`config.mk`:
```
export PLATFORM = sky130hd
export DESIGN_NAME = cadence_meas
export DESIGN_NICKNAME = d
export VERILOG_FILES = /design/src/rtl/cadence_meas.sv
export SDC_FILE = /design/constraint.sdc
export NUM_CORES = 1
export LEC_CHECK = 0
export BUFFER_PORTS_ARGS = -buffer_cell sky130_fd_sc_hd__buf_2
export CELL_PAD_IN_SITES_DETAIL_PLACEMENT = 1
export CELL_PAD_IN_SITES_GLOBAL_PLACEMENT = 1
export CORE_MARGIN = 2
export CORE_UTILIZATION = 46
export DETAILED_ROUTE_END_ITERATION = 10
export PLACE_DENSITY_LB_ADDON = 0.1
export SETUP_SLACK_MARGIN = 0.5
export SKIP_CTS_REPAIR_TIMING = 1
export SYNTH_ARGS = -nofsm -noshare
export SYNTH_HDL_FRONTEND = slang
export SYNTH_SLANG_ARGS = --single-unit
```
`constraint.sdc`:
```
create_clock -name clk -period 3.6 [get_ports clk]
set_input_delay 0.54 -clock clk [delete_from_list [all_inputs] [get_ports clk]]
set_output_delay 0.54 -clock clk [all_outputs]
set_load 0.1 [all_outputs]
```
`src/rtl/cadence_meas.sv`:
```
// cadence_meas: conditions the crank cadence sensor, measures the rise-to-rise period
// and converts it to a saturating 5-bit cadence value with a fixed-latency divider.
module cadence_meas #(
    parameter int unsigned FILT_CYC = 16,
    parameter int unsigned PER_W    = 24,
    parameter int unsigned CAD_NUM  = 2**26
) (
    input  logic       clk,
    input  logic       rst_n,
    input  logic       cadence,
    output logic       cadence_rise,
    output logic [4:0] cadence_vec,
    output logic       vec_valid,
    output logic       not_pedaling
);
    localparam int unsigned W  = PER_W + 5;
    localparam int unsigned FW = $clog2(FILT_CYC);
    localparam logic [W-1:0] CAD = W'(CAD_NUM);

    typedef enum logic [1:0] {IDLE, CHK, DIV, UPD} state_t;

    logic [1:0]       sync_q;
    logic             filt_q, filt_d, filt_p_q, top_q;
    logic [FW-1:0]    fcnt_q, fcnt_d;
    logic [PER_W-1:0] cnt_q, cnt_d, per_q, per_d;
    logic             armed_q, armed_d, sat_q, sat_d, np_q, np_d;
    logic [W-1:0]     rem_q, rem_d, sub;
    logic [2:0]       i_q, i_d;
    logic [3:0]       quo_q, quo_d;
    logic [4:0]       vec_q, vec_d;
    state_t           st_q, st_d;
    logic             stall, cap, ge;

    assign cadence_rise = filt_q & ~filt_p_q;
    // Stall fires once, in the first cycle the counter reads saturated, so a later rise can re-arm.
    assign stall        = &cnt_q & ~top_q;
    assign cap          = cadence_rise & armed_q & ~stall;
    assign sub          = W'(per_q) << i_q;
    assign ge           = rem_q >= sub;
    assign cadence_vec  = vec_q;
    assign not_pedaling = np_q;
    assign vec_valid    = st_q == UPD;

    always_comb begin
        filt_d  = filt_q;
        fcnt_d  = '0;
        if (sync_q[1] != filt_q) begin
            if (fcnt_q == FW'(FILT_CYC - 1)) filt_d = sync_q[1];
            else fcnt_d = fcnt_q + 1'b1;
        end
        cnt_d   = cadence_rise ? PER_W'(1) : (&cnt_q ? cnt_q : cnt_q + 1'b1);
        armed_d = stall ? 1'b0 : (armed_q | cadence_rise);
        per_d   = cap ? cnt_q : per_q;
        st_d    = st_q;
        sat_d   = sat_q;
        rem_d   = rem_q;
        i_d     = i_q;
        quo_d   = quo_q;
        vec_d   = vec_q;
        np_d    = np_q;
        case (st_q)
            CHK: begin
                sat_d = (W'(per_q) << 5) <= CAD;
                rem_d = CAD;
                i_d   = 3'd4;
                st_d  = DIV;
            end
            DIV: begin
                rem_d = ge ? rem_q - sub : rem_q;
                quo_d = {quo_q[2:0], ge};
                i_d   = i_q - 1'b1;
                if (i_q == 3'd0 && !cap) begin
                    vec_d = sat_q ? 5'd31 : {quo_q, ge};
                    np_d  = 1'b0;
                    st_d  = UPD;
                end
            end
            default: st_d = IDLE;
        endcase
        if (cap) st_d = CHK;
        if (stall) begin
            st_d  = IDLE;
            vec_d = '0;
            np_d  = 1'b1;
        end
    end

    always_ff @(posedge clk or negedge rst_n) begin
        if (!rst_n) begin
            sync_q   <= '0;
            filt_q   <= 1'b0;
            filt_p_q <= 1'b0;
            fcnt_q   <= '0;
            cnt_q    <= '0;
            top_q    <= 1'b0;
            per_q    <= '0;
            armed_q  <= 1'b0;
            sat_q    <= 1'b0;
            rem_q    <= '0;
            i_q      <= '0;
            quo_q    <= '0;
            vec_q    <= '0;
            np_q     <= 1'b1;
            st_q     <= IDLE;
        end else begin
            sync_q   <= {sync_q[0], cadence};
            filt_q   <= filt_d;
            filt_p_q <= filt_q;
            fcnt_q   <= fcnt_d;
            cnt_q    <= cnt_d;
            top_q    <= &cnt_q;
            per_q    <= per_d;
            armed_q  <= armed_d;
            sat_q    <= sat_d;
            rem_q    <= rem_d;
            i_q      <= i_d;
            quo_q    <= quo_d;
            vec_q    <= vec_d;
            np_q     <= np_d;
            st_q     <= st_d;
        end
    end
endmodule

```
# After elaboration in Yosys (flattened, before gate mapping)
# Index checks and enable logic that the tools add are counted.
[word_totals]
in_bits = 3
output_inout_bits = 8
register_bits = 103
elab_cells = 67
[classes]
reduce_logical = 10
shift = 1
n_mux = 19
add_sub_neg = 4
eq_ne = 8
bitwise = 8
n_lt_le_gt_ge = 2
[op_table]
columns = ["op", "count"]
rows = [
  ["case mux 29 bit (2 select lines)", 1],
  ["two-way mux 24 bit", 2],
  [">= comparator 29 bit", 1],
  ["less-or-equal comparator 29 x 27 -> 1 bit (second input constant)", 1],
  ["two-way mux 29 bit", 1],
  ["<< shifter 24 x 3 -> 29 bit", 1],
  ["subtractor 29 bit", 1],
  ["adder 24 x 1 -> 24 bit (second input constant)", 1],
  ["AND reduction 24 bit", 1],
  ["two-way mux 5 bit", 4],
  ["two-way mux 4 bit", 2],
  ["two-way mux 2 bit", 3],
  ["case mux 3 bit (2 select lines)", 1],
  ["AND reduction 2 bit", 3],
  ["nonzero test 2 bit", 3],
  ["adder 4 x 1 -> 4 bit (second input constant)", 1],
  ["AND 1 bit", 4],
  ["== test 2 bit (second input constant)", 2],
  ["== test 4 bit (second input constant)", 1],
  ["two-way mux 1 bit", 4],
  ["inequality test 2 bit (second input constant)", 2],
  ["inequality test 4 bit (second input constant)", 1],
  ["case mux 2 bit (2 select lines)", 1],
  ["zero test 3 bit", 1],
  ["other kinds (7)", 9],
]

# Depth between registers and ports, before layout
[depth]
depth_word = 10
mapped_depth = 16
ltp_nobuf = 14

# Worst setup path after synthesis
# Ideal clock, no wire load.
[synth_path]
kind = "reg2reg"
startpoint = "reg i_q[1]"
endpoint = "reg rem_q[18]"
synth_period_minus_slack_ns = 3.765
arrival_time_ns = 3.644
stages_incl_launch_ff = 15
path_slack_ns = -0.165
required_time_ns = 3.479
path_buffers = 5
cell_sequence = "dfrtp_1 clkbuf_1 buf_1 clkbuf_1 mux4_2 mux2i_1 ha_1 a21o_1 or4_4 nand2_4 o31ai_2 o211a_1 buf_4 buf_2 a22o_1"
[synth_via]
elab_chain_cells = 4
[synth_lines]
columns = ["element", "line_no", "text"]
rows = [
  ["start, declared", "28", "logic [2:0] i_q, i_d;"],
  ["start signal, assigned", "116", "i_q <= i_d;"],
  ["<< shifter 24 x 3 -> 29 bit (*)", "38", "assign sub = W'(per_q) << i_q;"],
  ["subtractor 29 bit or >= comparator 29 bit (tied branches)", "69, 39", ""],
  ["two-way mux 29 bit or inequality test 2 bit (tied branches)", "-", ""],
  ["case mux 29 bit (2 select lines) or AND reduction 2 bit (tied branches)", "-", ""],
  ["end signal, assigned", "115", "rem_q <= rem_d;"],
  ["end, declared", "27", "logic [W-1:0] rem_q, rem_d, sub;"],
]
# Every way passes the cells marked *; elsewhere a longest branch is shown, timed or not. The select of a mux whose other input is x is not followed.
# A chain may end at the register's enable or synchronous reset.

# Worst setup path in the final report
[layout_path]
startpoint = "reg i_q[0]"
endpoint = "reg rem_q[15]"
# The elaborated chain is that of the path after synthesis.

==> results.cfg <==
[placed_design]
gp_congestion = 0.912
dp_hpwl_um = 12700
dp_slack_ns = 0.0675
place_inst = 852
port_buffers = 10

[clock_tree]
cts_buffer_depth = 2
cts_num_sinks = 103
path_clk_slew_ns = 0.08
cts_buffers = 9
root_buffer = clkbuf_16
htree_levels = 3
insertion_delay_ns = 0.37
cts_tree = done

[sta]
setup_ws_ns = -0.0280
period_needed_ns = 3.63
rsz0062_at_grt = yes
timing.fmax_mhz = 276
slew_headroom = 0.396
worst_pin_slew_ns = 0.903
hold_violations = 0
hold_slack_ns = 0.191
setup_tns_ns = -0.202
drv_slew = 0
setup_viol = 15
fin_crit_sh = 1.01
clock_skew_ns = 0.0109

[synth]
synth_top_family_by_area = compound AO/OA/AOI/OAI gates
synth-xor-area-share = 0.0552
synth.ff_latch_count = 103
syn-cell-area_um2 = 6820
synth_compound_area_frac = 0.160
ys_warn_count = 0
postSynthAreaPerCell_um2 = 10.4
synth-main-ff-cell = dfrtp_1
synth_enable_flop_cells = 0
synthSimpleGateAreaFrac = 0.148
async_flop_share = 1.00
syn_nets = 701
synthCells = 658
ys_types = 76
synth_fa_ha_area_frac = 0.0745
synth_seq_area_share = 0.378
synthMuxAreaShare = 0.153

[route]
postRouteAntennaNets = 0
dr_wl_met2_um = 9890
wirelength_um = 19200
routedWlPerCell_um = 21.5
wl_met3_um = 539
vias = 5409
drtIter0Drc = 249
dr.pass1.iters = 4
maxUsedRoutingLayer = met4
met1_length_um = 8280
viasPerCell = 6.07
drc = 0

[status]
violations = negative setup slack
outcome = complete, but fails checks

[layout]
diodes = 0
syn_to_final_growth_pct = 19.2
nets = 745
finalNonFillerCells = 891
seqCellArea_um2 = 2580
multi_input_area_um2 = 4360
n_fill_cell = 1581
drive_above_1_share = 0.274

[pwr]
max-vdd-ir-drop_v = 0.000395
leakagePower_nw = 3.71
power_mw = 5.38
power.density_nw_per_um2 = 661

[critical_path]
reg2reg_to = rem_q[15]
rr_startpoint = i_q[0]
critPathLaunch = i_q[0]
crit_fanout = 7
critPathArrivalTime_ns = 3.88
critPathCaptureType = register
crit_path_start_kind = register
path_class = register to register
r2r_setup_slack_ns = -0.03
cp.required_ns = 3.85
reg2regPathDepth = 12
crit_path_end = rem_q[15]

[die]
start_util = 0.469
fp.dieArea_um2 = 15800
die_h_um = 126
coreArea_um2 = 14500
ios = 11
row_count = 44
die_x_um = 126

[global_route]
grt_pass1_wl_um = 28800
grt_max_degree = 48
grt_use_total = 0.228
antenna_found_initial = 0
grt_overflow = 0
grt_pass1_vias = 5529

[hold_path]
hp-class = primary input to async pin

[job]
drv_cap = 0
[kinds of logic (layout without fill, tap and decap cells)]
family          count (synthesis)  count (layout)
compound gates                154             154
xor+xnor                       43              43
fa+ha+maj                      40              40
buf+inv                        48              97
flops                         103             103
mux                            74              74
simple gates                  196             196
[cell usage after synthesis (all sizes together), types with 2 or more instances]
cell type | instances | area (um2)
a211oi | 11 | 82.6
a21o | 17 | 128
a21oi | 42 | 233
a22o | 22 | 193
a311oi | 4 | 35.0
a31oi | 2 | 12.5
a32o | 2 | 20.0
and3 | 4 | 25.0
and4 | 2 | 20.0
buf | 11 | 78.8
clkbuf | 14 | 53.8
dfrtp | 102 | 2550
ha | 39 | 488
inv | 22 | 82.6
mux2 | 30 | 413
mux2i | 29 | 290
mux4 | 15 | 338
nand2 | 42 | 165
nand2b | 6 | 37.5
nand3 | 21 | 128
nand3b | 3 | 22.5
nand4 | 12 | 75.1
nor2 | 71 | 293
nor2b | 6 | 37.5
nor3 | 9 | 56.3
nor4 | 5 | 43.8
o211a | 2 | 20.0
o211ai | 3 | 22.5
o21a | 3 | 22.5
o21ai | 22 | 110
o21bai | 5 | 37.5
o22ai | 2 | 18.8
o31a | 2 | 17.5
o31ai | 4 | 35.0
o41ai | 3 | 26.3
or2 | 2 | 12.5
or3 | 7 | 43.8
or4 | 2 | 18.8
xnor2 | 23 | 201
xor2 | 20 | 175
[report_power, final]
part / switching, mW / internal, mW
combinational: 1.63 / 1.35
sequential: 0.130 / 1.28
clock: 0.498 / 0.491
[area by class of cell]
class / instances / area share
multi-input combinational: 507 / 0.536
tap: 184 / 0.0283
clock buffer: 9 / 0.0277
inverter: 23 / 0.0117
sequential: 103 / 0.317
timing repair buffer: 58 / 0.0700
clock inverter: 7 / 0.00892
[worst min path at each step]
stage / to / slack, ns
final: rem_q[0] / 0.19
after global routing: rem_q[14] / 0.23
after CTS: rem_q[1] / 0.20
after detailed placement: sync_q[1] / 0.35
after global placement: sync_q[1] / 0.35
after floorplan: armed_q / 0.24
[worst max-delay path: stages (launching register included)]
cell and delay (ns):
dfrtp_2 0.46, clkbuf_16 0.19, mux4_2 0.55, mux2i_2 0.26, ha_1 0.25, nand4_1 0.20, or3_4 0.45, o31ai_2 0.27
o211a_1 0.28, a21oi_4 0.05, buf_12 0.15, clkbuf_16 0.16, a22o_1 0.22
[metal layers]
layer / up-vias / track usage
li1: 2515 / -
met1: 2770 / 0.294
met2: 97 / 0.389
met3: 27 / 0.0370
met4: 0 / 0.0827
met5: - / 0
[per-stage QoR]
step                      utilization  instance area [um2]
after floorplan                     -                 6890
final                           0.560                 8130
after CTS                       0.518                 7530
after global routing            0.560                 8130
after global placement          0.498                 7240
after detailed placement        0.498                 7240
[state kept, by name, summed over array words and instances (netlist names), 3 cells and up]
signal and flops:
cnt_q 24, fcnt_q 4, rem_q 29, i_q 3
quo_q 4, cadence_vec 5, per_q 24
[layout by cell type, fill, tap and decap left out, types with 8 or more instances in the layout]
cell type,Yosys,layout
nand4_1,12,12
nand2_1,41,41
a211oi_1,11,8
inv_1,22,21
buf_2,3,9
ha_1,39,31
mux2i_1,29,15
a21oi_1,38,27
mux4_2,15,15
xor2_1,20,20
o21ai_1,3,8
a22o_1,22,22
nor2_1,68,67
a21o_1,17,17
clkbuf_16,0,13
buf_4,1,37
nand3_1,18,16
xnor2_1,23,23
a21oi_2,3,12
dfrtp_1,102,100
mux2_2,10,9
mux2_4,20,21
o21ai_0,19,14
mux2i_2,0,9
No activity file was read; power rests on OpenSTA's default activity.
